<file path="src/rtl/cpu_pkg.sv">
// Shared definitions for the 8-bit CPU sequencing core: opcodes, ALU encodings, FSM states.
package cpu_pkg;

    localparam int unsigned DATA_W   = 8;
    localparam int unsigned OPC_W    = 4;
    localparam int unsigned ALU_OP_W = 2;

    localparam logic [OPC_W-1:0] OP_NOP  = 4'h0;
    localparam logic [OPC_W-1:0] OP_LDR0 = 4'h1;
    localparam logic [OPC_W-1:0] OP_LDR1 = 4'h2;
    localparam logic [OPC_W-1:0] OP_ADD  = 4'h3;
    localparam logic [OPC_W-1:0] OP_SUB  = 4'h4;
    localparam logic [OPC_W-1:0] OP_AND  = 4'h5;
    localparam logic [OPC_W-1:0] OP_OR   = 4'h6;
    localparam logic [OPC_W-1:0] OP_JMP  = 4'h7;
    localparam logic [OPC_W-1:0] OP_JZ   = 4'h8;
    localparam logic [OPC_W-1:0] OP_JC   = 4'h9;
    localparam logic [OPC_W-1:0] OP_OUT  = 4'hA;
    localparam logic [OPC_W-1:0] OP_HLT  = 4'hF;

    localparam logic [ALU_OP_W-1:0] ALU_ADD = 2'b00;
    localparam logic [ALU_OP_W-1:0] ALU_SUB = 2'b01;
    localparam logic [ALU_OP_W-1:0] ALU_AND = 2'b10;
    localparam logic [ALU_OP_W-1:0] ALU_OR  = 2'b11;

    typedef enum logic [1:0] {
        FETCH   = 2'd0,
        DECODE  = 2'd1,
        EXECUTE = 2'd2,
        HALTED  = 2'd3
    } state_e;

    // Maps an opcode to its ALU function; non-ALU opcodes select ADD.
    function automatic logic [ALU_OP_W-1:0] alu_op_of(input logic [OPC_W-1:0] opc);
        logic [ALU_OP_W-1:0] op;
        op = ALU_ADD;
        case (opc)
            OP_SUB:  op = ALU_SUB;
            OP_AND:  op = ALU_AND;
            OP_OR:   op = ALU_OR;
            default: op = ALU_ADD;
        endcase
        return op;
    endfunction

endpackage

</file>
<file path="src/rtl/cpu_alu8.sv">
// 4-function 8-bit combinational ALU with zero and carry/borrow outputs.
module cpu_alu8
    import cpu_pkg::*;
(
    input  logic [DATA_W-1:0]   a,
    input  logic [DATA_W-1:0]   b,
    input  logic [ALU_OP_W-1:0] op,
    output logic [DATA_W-1:0]   result,
    output logic                zero_c,
    output logic                carry_c
);

    logic [DATA_W:0] wide_c;

    // SUB borrow falls out of the 9th bit of the widened difference (set iff a < b).
    always_comb begin
        wide_c  = '0;
        result  = '0;
        carry_c = 1'b0;
        case (op)
            ALU_ADD: begin
                wide_c  = {1'b0, a} + {1'b0, b};
                result  = wide_c[DATA_W-1:0];
                carry_c = wide_c[DATA_W];
            end
            ALU_SUB: begin
                wide_c  = {1'b0, a} - {1'b0, b};
                result  = wide_c[DATA_W-1:0];
                carry_c = wide_c[DATA_W];
            end
            ALU_AND: result = a & b;
            ALU_OR:  result = a | b;
            default: result = '0;
        endcase
    end

    assign zero_c = (result == '0);

endmodule

</file>
<file path="src/rtl/cpu_decode_exec.sv">
// CPU sequencing core: instruction register, fetch/decode/execute FSM, ALU and flag register.
module cpu_decode_exec
    import cpu_pkg::*;
(
    input  logic                clk,
    input  logic                reset,
    input  logic [DATA_W-1:0]   instr,
    input  logic [DATA_W-1:0]   reg_a,
    input  logic [DATA_W-1:0]   reg_r0,
    output logic [OPC_W-1:0]    opcode,
    output logic [OPC_W-1:0]    operand,
    output logic                pc_inc,
    output logic                pc_load,
    output logic                ir_load,
    output logic                rega_load,
    output logic                r0_load,
    output logic                r1_load,
    output logic                out_load,
    output logic [ALU_OP_W-1:0] alu_op,
    output logic [DATA_W-1:0]   alu_result,
    output logic                zero,
    output logic                carry,
    output logic                halt
);

    state_e              state_q, state_d;
    logic [DATA_W-1:0]   ir_q, ir_d;
    logic                zero_q, zero_d;
    logic                carry_q, carry_d;

    logic pc_inc_c, pc_load_c, ir_load_c, rega_load_c;
    logic r0_load_c, r1_load_c, out_load_c, halt_c;
    logic alu_zero_c, alu_carry_c;

    assign opcode  = ir_q[DATA_W-1:OPC_W];
    assign operand = ir_q[OPC_W-1:0];
    assign alu_op  = alu_op_of(opcode);

    cpu_alu8 u_alu (
        .a       (reg_a),
        .b       (reg_r0),
        .op      (alu_op),
        .result  (alu_result),
        .zero_c  (alu_zero_c),
        .carry_c (alu_carry_c)
    );

    always_ff @(posedge clk or posedge reset) begin
        if (reset) begin
            state_q <= FETCH;
            ir_q    <= '0;
            zero_q  <= 1'b0;
            carry_q <= 1'b0;
        end else begin
            state_q <= state_d;
            ir_q    <= ir_d;
            zero_q  <= zero_d;
            carry_q <= carry_d;
        end
    end

    // Next state, IR/flag updates and strobe decode.
    always_comb begin
        state_d     = state_q;
        ir_d        = ir_q;
        zero_d      = zero_q;
        carry_d     = carry_q;
        pc_inc_c    = 1'b0;
        pc_load_c   = 1'b0;
        ir_load_c   = 1'b0;
        rega_load_c = 1'b0;
        r0_load_c   = 1'b0;
        r1_load_c   = 1'b0;
        out_load_c  = 1'b0;
        halt_c      = 1'b0;
        case (state_q)
            FETCH: begin
                ir_load_c = 1'b1;
                pc_inc_c  = 1'b1;
                ir_d      = instr;
                state_d   = DECODE;
            end
            DECODE: state_d = EXECUTE;
            EXECUTE: begin
                state_d = FETCH;
                case (opcode)
                    OP_LDR0: r0_load_c = 1'b1;
                    OP_LDR1: r1_load_c = 1'b1;
                    OP_ADD, OP_SUB, OP_AND, OP_OR: begin
                        rega_load_c = 1'b1;
                        zero_d      = alu_zero_c;
                        carry_d     = alu_carry_c;
                    end
                    OP_JMP:  pc_load_c  = 1'b1;
                    OP_JZ:   pc_load_c  = zero_q;
                    OP_JC:   pc_load_c  = carry_q;
                    OP_OUT:  out_load_c = 1'b1;
                    OP_HLT:  state_d    = HALTED;
                    default: ;
                endcase
            end
            HALTED:  halt_c  = 1'b1;
            default: state_d = FETCH;
        endcase
    end

    // Reset holds the FSM in FETCH, so the strobes are gated to stay quiet while it is asserted.
    assign pc_inc    = pc_inc_c    & ~reset;
    assign pc_load   = pc_load_c   & ~reset;
    assign ir_load   = ir_load_c   & ~reset;
    assign rega_load = rega_load_c & ~reset;
    assign r0_load   = r0_load_c   & ~reset;
    assign r1_load   = r1_load_c   & ~reset;
    assign out_load  = out_load_c  & ~reset;
    assign halt      = halt_c      & ~reset;

    assign zero  = zero_q;
    assign carry = carry_q;

endmodule

</file>
<file path="config.mk">
export PLATFORM = sky130hd
export DESIGN_NAME = cpu_decode_exec
export DESIGN_NICKNAME = d
export VERILOG_FILES = /design/src/rtl/cpu_pkg.sv /design/src/rtl/cpu_alu8.sv /design/src/rtl/cpu_decode_exec.sv
export SDC_FILE = /design/constraint.sdc
export NUM_CORES = 1
export LEC_CHECK = 0
export CELL_PAD_IN_SITES_DETAIL_PLACEMENT = 0
export CELL_PAD_IN_SITES_GLOBAL_PLACEMENT = 1
export CORE_MARGIN = 4
export CORE_UTILIZATION = 31
export DETAILED_ROUTE_END_ITERATION = 16
export GPL_ROUTABILITY_DRIVEN = 0
export PLACE_DENSITY = 0.81
export SETUP_SLACK_MARGIN = 0.02
export SLEW_MARGIN = 5
export SYNTH_ARGS = -nofsm -noshare
export SYNTH_HDL_FRONTEND = slang
export SYNTH_HIERARCHICAL = 1
export SYNTH_SLANG_ARGS = --single-unit
export TNS_END_PERCENT = 30
</file>
<file path="constraint.sdc">
create_clock -name clk -period 2.4 [get_ports clk]
set_input_delay 0.36 -clock clk [delete_from_list [all_inputs] [get_ports clk]]
set_output_delay 0.36 -clock clk [all_outputs]
set_load 0.02 [all_outputs]
</file>
* Yosys cells after proc, flatten, opt, wreduce, memory -nomap -nowiden
Index checks and enable logic that the tools add are counted.
** Operators by class
- Bitwise operators :: 10
- Reductions and logical operators :: 6
- Multiplexer cells :: 17
- $add $sub $neg :: 2
- Equality and inequality tests :: 17
** Operators with widths (number)
- $pmux W8 S4 :: 1
- $eq A4 B3 Y1 const B :: 4
- $eq A4 B4 Y1 const B :: 4
- $pmux W2 S3 :: 2
- $mux W1 :: 11
- $add A8 B8 Y9 :: 1
- $sub A8 B8 Y9 :: 1
- $and A8 B8 Y8 :: 1
- $eq A2 B2 Y1 const B :: 4
- $eq A4 B2 Y1 const B :: 2
- $logic_not A8 Y1 :: 1
- $or A8 B8 Y8 :: 1
- $and A1 B1 Y1 :: 7
- $eq A2 B1 Y1 const B :: 2
- $eq A4 B1 Y1 const B :: 1
- $logic_not A2 Y1 :: 2
- $reduce_or A4 Y1 :: 1
- $pmux W1 S3 :: 1
- $reduce_bool A3 Y1 :: 1
- $mux W2 :: 1
- $pmux W1 S2 :: 1
- $reduce_and A2 Y1 :: 1
- $not A1 Y1 :: 1
** Storage, ports and cells
- Flip-flop bits (word level) :: 12
- Output and inout port bits :: 28

* Longest topological paths before layout
Gate-level depths: netlist of run 1.
- Depth in word-level cells :: 5
- Gate-level depth with buffers :: 12

* Hierarchy
The synthesis of run 1 kept the hierarchy.
** By module, submodules not included
- cpu_alu8 :: cells each 147, area an instance 1086.0 um2, sequential area each 0.0 um2, instances 1
- cpu_decode_exec :: cells each 63, area an instance 675.6 um2, sequential area each 300.3 um2, instances 1

* Least setup slack after synthesis of run 1
Ideal clock, no wire load.
- Path type :: register -> register
- Start point :: register ir_q[4]
- End point :: register zero_q (netlist: zero)
- Clock period less this slack :: 3.001 ns
- Arrival time :: 2.874 ns
- Setup slack :: -0.601 ns
- Required time :: 2.272 ns
- Stages on the path, launching flop included :: 12
- Cells stage by stage :: dfrtp_1 buf_2 nand2b_1 a21oi_1 clkbuf_1 buf_1 mux2i_1 a21oi_1 nor3_1 o211ai_1 nor4_1 mux2_1
** On the way
- Longest elaborated chain between the ends :: 5
- Elaborated cells on any way between the ends :: 13
- Those cells by class :: eq/ne: 7; mux: 2; reduce/logical: 4
** Ends and longest elaborated chain
- start: declaration :: RTL line cpu_decode_exec.sv:27 : logic [DATA_W-1:0] ir_q, ir_d;
- start signal: assignment :: RTL line cpu_decode_exec.sv:56 : ir_q <= ir_d;
- $eq A4 B3 Y1 :: RTL line cpu_pkg.sv:37 : case (opc)
- $pmux W2 S3 * :: RTL line cpu_pkg.sv:37
- named net alu_op[1] :: RTL line cpu_decode_exec.sv:19 : output logic [ALU_OP_W-1:0] alu_op,
- $eq A2 B2 Y1 (tied with other cells) :: RTL line cpu_alu8.sv:20 : case (op)
- $pmux W8 S4 * :: RTL line cpu_alu8.sv:20
- named net alu_result[1] :: RTL line cpu_decode_exec.sv:20 : output logic [DATA_W-1:0] alu_result,
- $logic_not A8 Y1 * :: RTL line cpu_alu8.sv:37 : assign zero_c = (result == '0);
- named net alu_zero_c :: RTL line cpu_decode_exec.sv:33 : logic alu_zero_c, alu_carry_c;
- end signal: assignment :: RTL line cpu_decode_exec.sv:57 : zero_q <= zero_d;
- end: declaration :: RTL line cpu_decode_exec.sv:28 : logic zero_q, zero_d;
The timed path passes the listed nets; every way through them passes the cells marked *.
A chain may end at the register's enable or synchronous reset.

* Worst setup path after layout of run 1
- Start point :: input reg_r0[0]
- End point :: output alu_result[6]
** On the way
- Longest elaborated chain between the ends :: 2
- Elaborated cells on any way between the ends :: 3
- Those cells by class :: add/sub: 2; mux: 1
** Ends and longest elaborated chain
- start: declaration :: RTL line cpu_decode_exec.sv:9 : input logic [DATA_W-1:0] reg_r0,
- $sub A8 B8 Y9 / $add A8 B8 Y9 (equally long branches) :: RTL line cpu_alu8.sv:27, cpu_alu8.sv:22
- $pmux W8 S4 * :: RTL line cpu_alu8.sv:20
- end: declaration :: RTL line cpu_decode_exec.sv:20
Every way passes the cells marked *; elsewhere a longest branch is shown, timed or not.

==> summary.md, run 1 <==
| Metric | Value |
|---|---|
| Outcome | `finished with violations` |
| Failing checks | `setup timing` |
| Fillers | `451` |
| Vias in the first global route | `around 2100` |
| Largest net degree at the start of global routing | `13` |
| Initial Utilization | `a little under a third` |
| Post-synth net total | `about 270` |
| Total power | `3.11 mW` |
| Fin. max-slew vios | `0` |
| RSZ-0062 raised after global routing | `true` |
| CP Launch Type | `input pin` |
| Main flop type after synthesis | `dfrtp_1` |
| Syn_area_per_cell | `around 8.4 um2` |
| Worst setup margin | `-256 ps` |
| Cell Pwr Density | `roughly 920 mW/mm2` |
| CTS Buf Count | `3` |
| Count of final hold-check violations | `0` |
| Worst Path Required | `roughly 2000 ps` |
| Post-DP HPWL | `~4300 um` |
| Arrival @ worst endpoint | `2300 ps` |
| Final WL | `between 6000 and 7000 um` |
| Initial antenna violation count | `0` |
| Fraction of layout cells with a size suffix above 1 | `a little over half` |
| Via count | `approximately 2100` |
| Std cell rows | `27` |
| Die area | `~0.0070 mm2` |
| Max-cap violations | `0` |
| WHS | `around 500 ps` |
| Worst Setup End Kind | `primary output` |
| Number of flops mapped to enable cells by yosys | `0` |
| Area of the multi-input gates | `roughly 0.0016 mm2` |
| Ant diodes | `0` |
| Clk Latency, worst-skew pair | `approximately 240 ps` |
| Minimum clock period | `2660 ps` |
| Seq/Total Area, Yosys | `between 10% and 20%` |
| Root buf cell | `clkbuf_8` |
| Storage cell area | `303 um2` |
| Cell variety after synth | `between 50 and 60` |
| First-pass GRT wire length | `a little under 10000 um` |
| Leakage | `approximately 1.6 nW` |
| Least-Margin Pin Slew | `~440 ps` |
| Nets | `roughly 400` |
| Peak supply drop | `between 400 and 500 uV` |
| DIE HEIGHT | `between 80 and 90 um` |
| Post-route ant nets | `0` |
| Ys Warns | `6` |
| Min-delay worst type | `reg2reg` |
| Mapped Area | `0.00176 mm2` |
| Final setup vio count | `4` |
| Fmax | `0.376 GHz` |
| I/O pin cnt | `54` |
| Die X | `between 80 and 90 um` |
| Clk sinks | `12` |
| Commonest non-fill, non-tap cell in the layout | `buf_4` |
| All-Layer GR Usage | `~17%` |
| Via/cell ratio | `5.11` |
| CP Class | `in2out` |
| Core box area | `around 0.0055 mm2` |
| #FFs+latches synth | `12` |
| Drt first pass iters | `4` |
| Clock transition at the registers of the reported paths | `approximately 60 ps` |
| # H-tree levels | `1` |
| Syn Inst Count | `between 200 and 250` |
| Commonest cells after routing, fill and taps aside | `buf_4 (73), clkdlybuf4s50_1 (28), buf_6 (16), ha_1 (15)` |
| Maximum root-to-sink buffer count | `2` |
| Max_slew headroom | `70.5%` |
| CTS tree | `built` |
| Critical Path Fanout Max | `3` |
| Worst Clk Skew | `5.23 ps` |
| Total negative slack | `-458 ps` |
| Gr ovfl total | `0` |
| Initial DRC count | `slightly above 100` |
| Drt wl/cell | `between 10 and 15 um` |
| Buffers on Ports | `53` |
| DRC | `0` |
| Syn-to-layout area delta | `91.5%` |
| Async SR Flop Fraction | `100%` |
| Final Cycle Share | `111%` |
-- power by group --
group	switching, mW	leakage, nW	internal, mW
sequential	0.0713	0.143	0.302
combinational	1.22	1.42	1.29
clock	0.0774	0.0288	0.145
total	1.37	1.59	1.73
-- repair_timing --
item / in CTS / in global routing
resized for setup: 156 / 17
pin swaps: 29 / 19
hold buffers: 0 / 0
endpoints found under the setup margin: 10 / 13
setup buffers: 9 / 4
cloned: 0 / 0
-- per-layer routing --
metal,routed length [um],global-route usage (%),vias to the layer above
li1,-,-,1005
met1,2540,20.8,1015
met2,3120,31.0,67
met3,275,1.59,8
met4,82,3.86,0
met5,0,0,-
-- logic make-up after synthesis --
family	synth area share [%]
adder cells (fa/ha/maj)	22.2
buffers and inverters	10.4
multiplexers	9.38
XOR/XNOR	1.99
AND/OR/NAND/NOR	18.0
AO/OA/AOI/OAI	21.1
flip-flops	17.0
-- final timing paths --
check	start	endpoint	slack, ps	cells after the start
max	reg_r0[0]	alu_result[6]	-260	9
min	ir_q[3]$_DFFE_PP0N_	ir_q[3]$_DFFE_PP0N_	500	1
max reg2reg	ir_q[4]$_DFFE_PP0N_	zero$_DFFE_PP0P_	0	10
min reg2reg	ir_q[3]$_DFFE_PP0N_	ir_q[3]$_DFFE_PP0N_	500	1
max in group asynchronous	reset	ir_q[4]$_DFFE_PP0N_	1690	3
min in group asynchronous	reset	carry$_DFFE_PP0P_	540	3
-- cells in the mapped netlist (all sizes together), types with 5 or more instances --
cell type	count	area, um2
nand2	8	30.0
nand2b	8	50.1
inv	29	109
o21ai	5	25.0
buf	10	70.1
and3	5	32.5
mux2	10	113
a21oi	14	70.1
o211ai	5	42.5
ha	28	350
nor4	7	43.8
dfrtp	12	300
nor2	12	45.0
-- per-stage QoR --
step / utilization, % / std cells / setup WS, ps / area (um2)
final: 61.3 / 410 / -256 / 3370
after global routing: 61.3 / 410 / -303 / 3370
after CTS: 60.0 / 406 / -352 / 3300
after detailed placement: 52.8 / 394 / -1230 / 2910
after global placement: 52.8 / 394 / -1170 / 2910
after floorplan: - / 210 / -167 / 1850
-- sequential cells by signal, indices dropped and copies added, names as in the netlist --
| signal | cells |
|---|---|
| carry | 1 |
| ir_q | 8 |
| zero | 1 |
| state_q | 2 |
-- layout make-up --
cell class | count | share of cell area (%)
inverter | 29 | 3.75
sequential | 12 | 8.98
timing repair buffer | 135 | 34.3
multi-input combinational | 158 | 48.7
tap | 72 | 2.67
clock buffer | 4 | 1.63
-- critical path: stages --
cell and delay, ps:
buf_8 100, ha_4 150, fa_2 350, a21o_1 190, a221o_1 310, o21a_1 200, o21ba_4 200, a311oi_4 260
buf_6 170
(Power assumes the default switching activity.)
==> inputs of run 2 (changes only) <==
--- a/config.mk
+++ b/config.mk
@@ -11,7 +11,7 @@
 export CORE_UTILIZATION = 31
 export DETAILED_ROUTE_END_ITERATION = 16
 export GPL_ROUTABILITY_DRIVEN = 0
-export PLACE_DENSITY = 0.81
+export PLACE_DENSITY = 0.8
 export SETUP_SLACK_MARGIN = 0.02
 export SLEW_MARGIN = 5
 export SYNTH_ARGS = -nofsm -noshare
==> run 2 against run 1 <==
  * The run still ends with setup timing left
  * Utilization is 0.86 points higher
  * Final area is 1.4% higher
  * Largest cell class unchanged
  * Clock power is 22% lower
  * Critical path type unchanged
==> summary.md, run 2 (same netlist as run 1, synthesis figures left out) <==
| Metric | Value |
|---|---|
| Least-Margin Pin Slew | `326 ps (-113 ps)` |
| Cells on Worst Hold Path | `1 (unchanged)` |
| I/O pin cnt | `54 (unchanged)` |
| Fin util | `62.1% (+0.86 points)` |
| Clk sinks | `12 (unchanged)` |
| Register with the most flip-flops | `ir_q` |
| CTS tree | `built` |
| Buffers on Ports | `53 (unchanged)` |
| DP Cell Count | `394 (unchanged)` |
| Std cell rows | `27 (unchanged)` |
| Commonest cells after routing, fill and taps aside | `buf_4 (78), clkdlybuf4s50_1 (26), buf_6 (18), ha_1 (16), inv_2 (15)` |
| Comb pwr share | `82.9% (+2.1 points)` |
| Final WL | `5910 um (-1.8%)` |
| DRC | `0 (unchanged)` |
| Core box area | `0.00551 mm2 (unchanged)` |
| Power share of the clock group | `5.5% (-1.7 points)` |
| Fin. max-slew vios | `0 (unchanged)` |
| WHS | `499 ps (-3.91 ps)` |
| Arrival @ worst endpoint | `2380 ps (+80 ps)` |
| Worst setup margin | `-344 ps (-87.7 ps)` |
| Switching pwr | `1.39 mW (+1.0%)` |
| Delay-heaviest family, CP | `compound AO/OA/AOI/OAI gates` |
| Cell Chain, Critical Path | `buf_8 -> ha_4 -> fa_2 -> a21o_1 -> a221o_1 -> o21a_1 -> o21ba_4 -> a311oi_4 -> buf_6` |
| R2R cell count | `12 (+2)` |
| Worst Setup End Kind | `primary output` |
| Initial antenna violation count | `0 (unchanged)` |
| All-Layer GR Usage | `16.7% (-0.093 points)` |
| Drt first pass iters | `4 (unchanged)` |
| Int Pwr | `1.78 mW (+3.0%)` |
| Final Cycle Share | `114% (+3.7 points)` |
| Sequential power share | `11.6% (-0.4 points)` |
| Worst Clk Skew | `5.30 ps (+0.0663 ps)` |
| Largest net degree at the start of global routing | `13 (unchanged)` |
| Fmax | `0.364 GHz (-3.2%)` |
| Minimum clock period | `2740 ps (+87.7 ps)` |
| First-pass GRT wire length | `9930 um (+1.4%)` |
| Cts hold-fix bufs | `0 (unchanged)` |
| Critical Path Fanout Max | `2 (-1)` |
| Leakage | `1.63 nW (+2.4%)` |
| Regs by FF count | `ir_q (8), state_q (2)` |
| CTS Buf Count | `3 (unchanged)` |
| Via count | `2031 (-3.1%)` |
| Worst path depth | `9 (unchanged)` |
| Sw frac | `43.7% (-0.47 points)` |
| CP Launch Type | `input pin` |
| Nets | `401 (+1.5%)` |
| RSZ-0062 raised after global routing | `true` |
| Max-cap violations | `0 (unchanged)` |
| Worst Path Required | `2040 ps (about the same)` |
| Crit path buffers/inverters | `2 (unchanged)` |
| Peak supply drop | `586 uV (+25%)` |
| Failing checks | `setup timing` |
| Max reg flops | `8 (unchanged)` |
| Post-route ant nets | `0 (unchanged)` |
| Syn-to-layout area delta | `94.2%` |
| Min-delay worst type | `reg2reg` |
| # H-tree levels | `1 (unchanged)` |
| Count of final hold-check violations | `0 (unchanged)` |
| Via/cell ratio | `4.89 (-4.2%)` |
| Die X | `83.4 um (unchanged)` |
| Post-Place Setup Slack | `-1230 ps (-0.660 ps)` |
| DIE HEIGHT | `83.4 um (unchanged)` |
| Crit path largest cell delay | `350 ps (about the same)` |
| Cell Pwr Density | `927 mW/mm2 (+0.69%)` |
| Initial Utilization | `32.0% (unchanged)` |
| Initial DRC count | `71 (-30%)` |
| Final setup vio count | `5 (+1)` |
| Commonest non-fill, non-tap cell in the layout | `buf_4` |
| Slowest cell on the critical path | `fa_2` |
| Drt wl/cell | `14.3 um (-2.9%)` |
| Clock transition at the registers of the reported paths | `40 ps (-20 ps)` |
| Outcome | `finished with violations` |
| Fraction of layout cells with a size suffix above 1 | `55.1% (+1.8 points)` |
| Root buf cell | `clkbuf_8` |
| Post-DP HPWL | `4340 um (about the same)` |
| Ant diodes | `0 (unchanged)` |
| Clk Latency, worst-skew pair | `230 ps (about the same)` |
| Die area | `0.00695 mm2 (unchanged)` |
| Non-Filler Instances | `415 (+1.2%)` |
| Maximum root-to-sink buffer count | `2 (unchanged)` |
| CP Class | `in2out` |
| Gr ovfl total | `0 (unchanged)` |
| Max_slew headroom | `78.1% (+7.6 points)` |
| Fillers | `466 (+3.3%)` |
| Vias in the first global route | `2152 (+3.7%)` |
## run 2: worst register-to-register path, delay by kind of cell, from the launching register on
| family | cells | cell delay, ps |
|---|---|---|
| buffers and inverters | 4 | 560 |
| AOI/OAI and AO/OA | 2 | 520 |
| and+or+nand+nor | 5 | 460 |
| DFF | 1 | 400 |
| muxes | 1 | 280 |
## run 2: repair_timing
item                                    4_1_cts  5_1_grt
gates resized for setup                     144       33
pin swaps                                    26       18
setup buffers                                14        4
endpoints found under the setup margin       12       13
## run 2: path summary, 6_finish.rpt
path,slack (ps),start,endpoint
min in group asynchronous,530,reset,ir_q[5]$_DFFE_PP0N_
max,-340,reg_r0[0],alu_result[6]
max in group asynchronous,1690,reset,ir_q[4]$_DFFE_PP0N_
min reg2reg,500,ir_q[0]$_DFFE_PP0N_,ir_q[0]$_DFFE_PP0N_
min,500,ir_q[0]$_DFFE_PP0N_,ir_q[0]$_DFFE_PP0N_
max reg2reg,70,ir_q[4]$_DFFE_PP0N_,zero$_DFFE_PP0P_
## run 2: metrics by stage
stage | instance area (um2) | total power [mW] | setup TNS [ps]
floorplan | 1850 | 1.64 | -213
global placement | 2910 | 2.60 | -7670
detailed placement | 2910 | 2.63 | -7940
CTS | 3280 | 2.99 | -1040
global route | 3420 | 3.40 | -901
finish | 3420 | 3.17 | -569
## run 2: area by class of cell
type | instances | area [um2] | share of cell area (%)
Clock buffer | 3 | 41.3 | 1.21
Inverter | 29 | 119 | 3.47
Multi-Input combinational cell | 158 | 1660 | 48.6
Sequential cell | 12 | 303 | 8.85
Tap cell | 72 | 90.1 | 2.63
Timing Repair Buffer | 141 | 1200 | 35.2
## run 2: per-layer routing
metal  routed length [um]  GRT usage, %  up-vias
met1                 2580          21.2      974
met2                 3070          30.6       42
met4                   30          1.78        0
li1                     -             -     1011
met5                    0             0        -
met3                  236          2.48        4
## run 2: power by group through the flow
stage	Clock [mW]	Combinational, mW	Sequential [mW]
floorplan	0	1.17	0.475
global placement	0	2.24	0.367
detailed placement	0	2.26	0.371
CTS	0.180	2.44	0.368
global route	0.194	2.82	0.385
finish	0.174	2.63	0.369
==> variant (settings of run 1) <==
Make the reset (`reset`) synchronous in one clocked block.
--- a/src/rtl/cpu_decode_exec.sv
+++ b/src/rtl/cpu_decode_exec.sv
@@ -47,3 +47,3 @@
 
-    always_ff @(posedge clk or posedge reset) begin
+    always_ff @(posedge clk) begin
         if (reset) begin
Behaviour: differs if reset is asserted again (counterexample within 4 cycles, from zero or initial values and one cycle with reset high); with reset held inactive, the same outputs for 10 cycles.
==> variant against run 1 <==
The flow still finishes with violations (negative setup slack). Final area fell by 3.1%. Wire length is 3.3% lower. Sequential cell count did not move. Critical path depth did not move. Area after synthesis is 0.57% lower. Fmax down 2.7%. First-iteration DRC count is 34% lower. Setup slack worse by 0.073 ns.
Power is not compared: it rests on default switching activity, and its combinational part moved more than twofold at a synthesized area within 25%.
==> variant: results <==
set metrics [dict create \
    outcome "finished with violations" \
    violations "negative setup slack" \
    final_cell_area_sq_mm 0.00327 \
    setup_viol_count_final 7 \
    use_met2 0.297 \
    synth_mux_area_frac 0.0879 \
    yosys.cell_types.count 52 \
    seq_area_frac 0.0743 \
    routed_wl_um 5820 \
    drtIter0Drc 67 \
    slowest_delay_ns 0.36 \
    path_max_fanout 2 \
    ys.flop_type "dfxtp_1" \
    dpl.cell_count 402 \
    syn-num-nets 277 \
    dp.final_hpwl_um 4560 \
    seq_area_frac_synth 0.137 \
    vias_per_cell 4.92 \
    multi_input_area_share 0.493 \
    synth_area_leaders "ha_1 (20%), dfxtp_1 (14%), mux2i_1 (6.9%)" \
    finalWorstSetupSlack_ns -0.330 \
    drive_gt1_frac 0.457 \
    synthArstFlopShare 0 \
    met3_usage 0.0179 \
    grt_util_all_layers 0.160 \
    crit_arrival_ns 2.37 \
    syn_area_per_cell_sq_um 7.93 \
    placed_area_sq_mm 0.00285 \
    slew_headroom 0.741 \
    nNonClkBuffers 134 \
    final.setup.tns_ns -0.864 \
    slowest_stage "fa_2" \
    grt_pass1_wl_um 9380 \
    nWellTaps 72 \
    synth_fa_ha_area_frac 0.223 \
    clock_buffers 3 \
    clock_cell_area_share 0.0126 \
    synth_xor_area_frac 0.0200 \
    multi_input_cells 167 \
    grt_pass1_vias 2040 \
    pre_cts_ws_ns -1.25 \
    finClkSkew_ns 0.00147 \
    synth-compound-area-share 0.231 \
    use_met1 0.197 \
    inv_count 30 \
    wl_per_cell_um 13.9 \
]
[variant: cell count changes after synthesis, sizes merged, moves of 2 or more]
cell	before	now
dfrtp	12	0
dfxtp	0	12
mux2	10	1
mux2i	3	12
nand2	8	12
nand3	4	2
nor2	12	17
[variant: worst paths after layout]
path	endpoint	cells past startpoint	slack (ns)	from
setup reg to reg	zero	11	0.05	ir_q[4]
hold / removal	ir_q[3]	2	0.49	ir_q[3]
setup / recovery	alu_result[6]	9	-0.33	reg_r0[0]
hold reg to reg	ir_q[3]	2	0.49	ir_q[3]
[variant: power breakdown]
part           switching [W]  internal [W]
Sequential         0.0000138      0.000222
Clock              0.0000663      0.000110
Combinational       0.000442      0.000474
Total               0.000522      0.000806
[variant: metal layers]
layer	up-vias	share of wire
li1	1032	-
met5	-	0
met2	66	0.51
met3	4	0.060
met1	954	0.41
met4	0	0.010
[variant: repair_timing]
action / 4_1_cts / 5_1_grt
buffers inserted: 9 / 4
resized for setup: 152 / 11
setup endpoints to repair: 10 / 11
pin swaps: 28 / 14
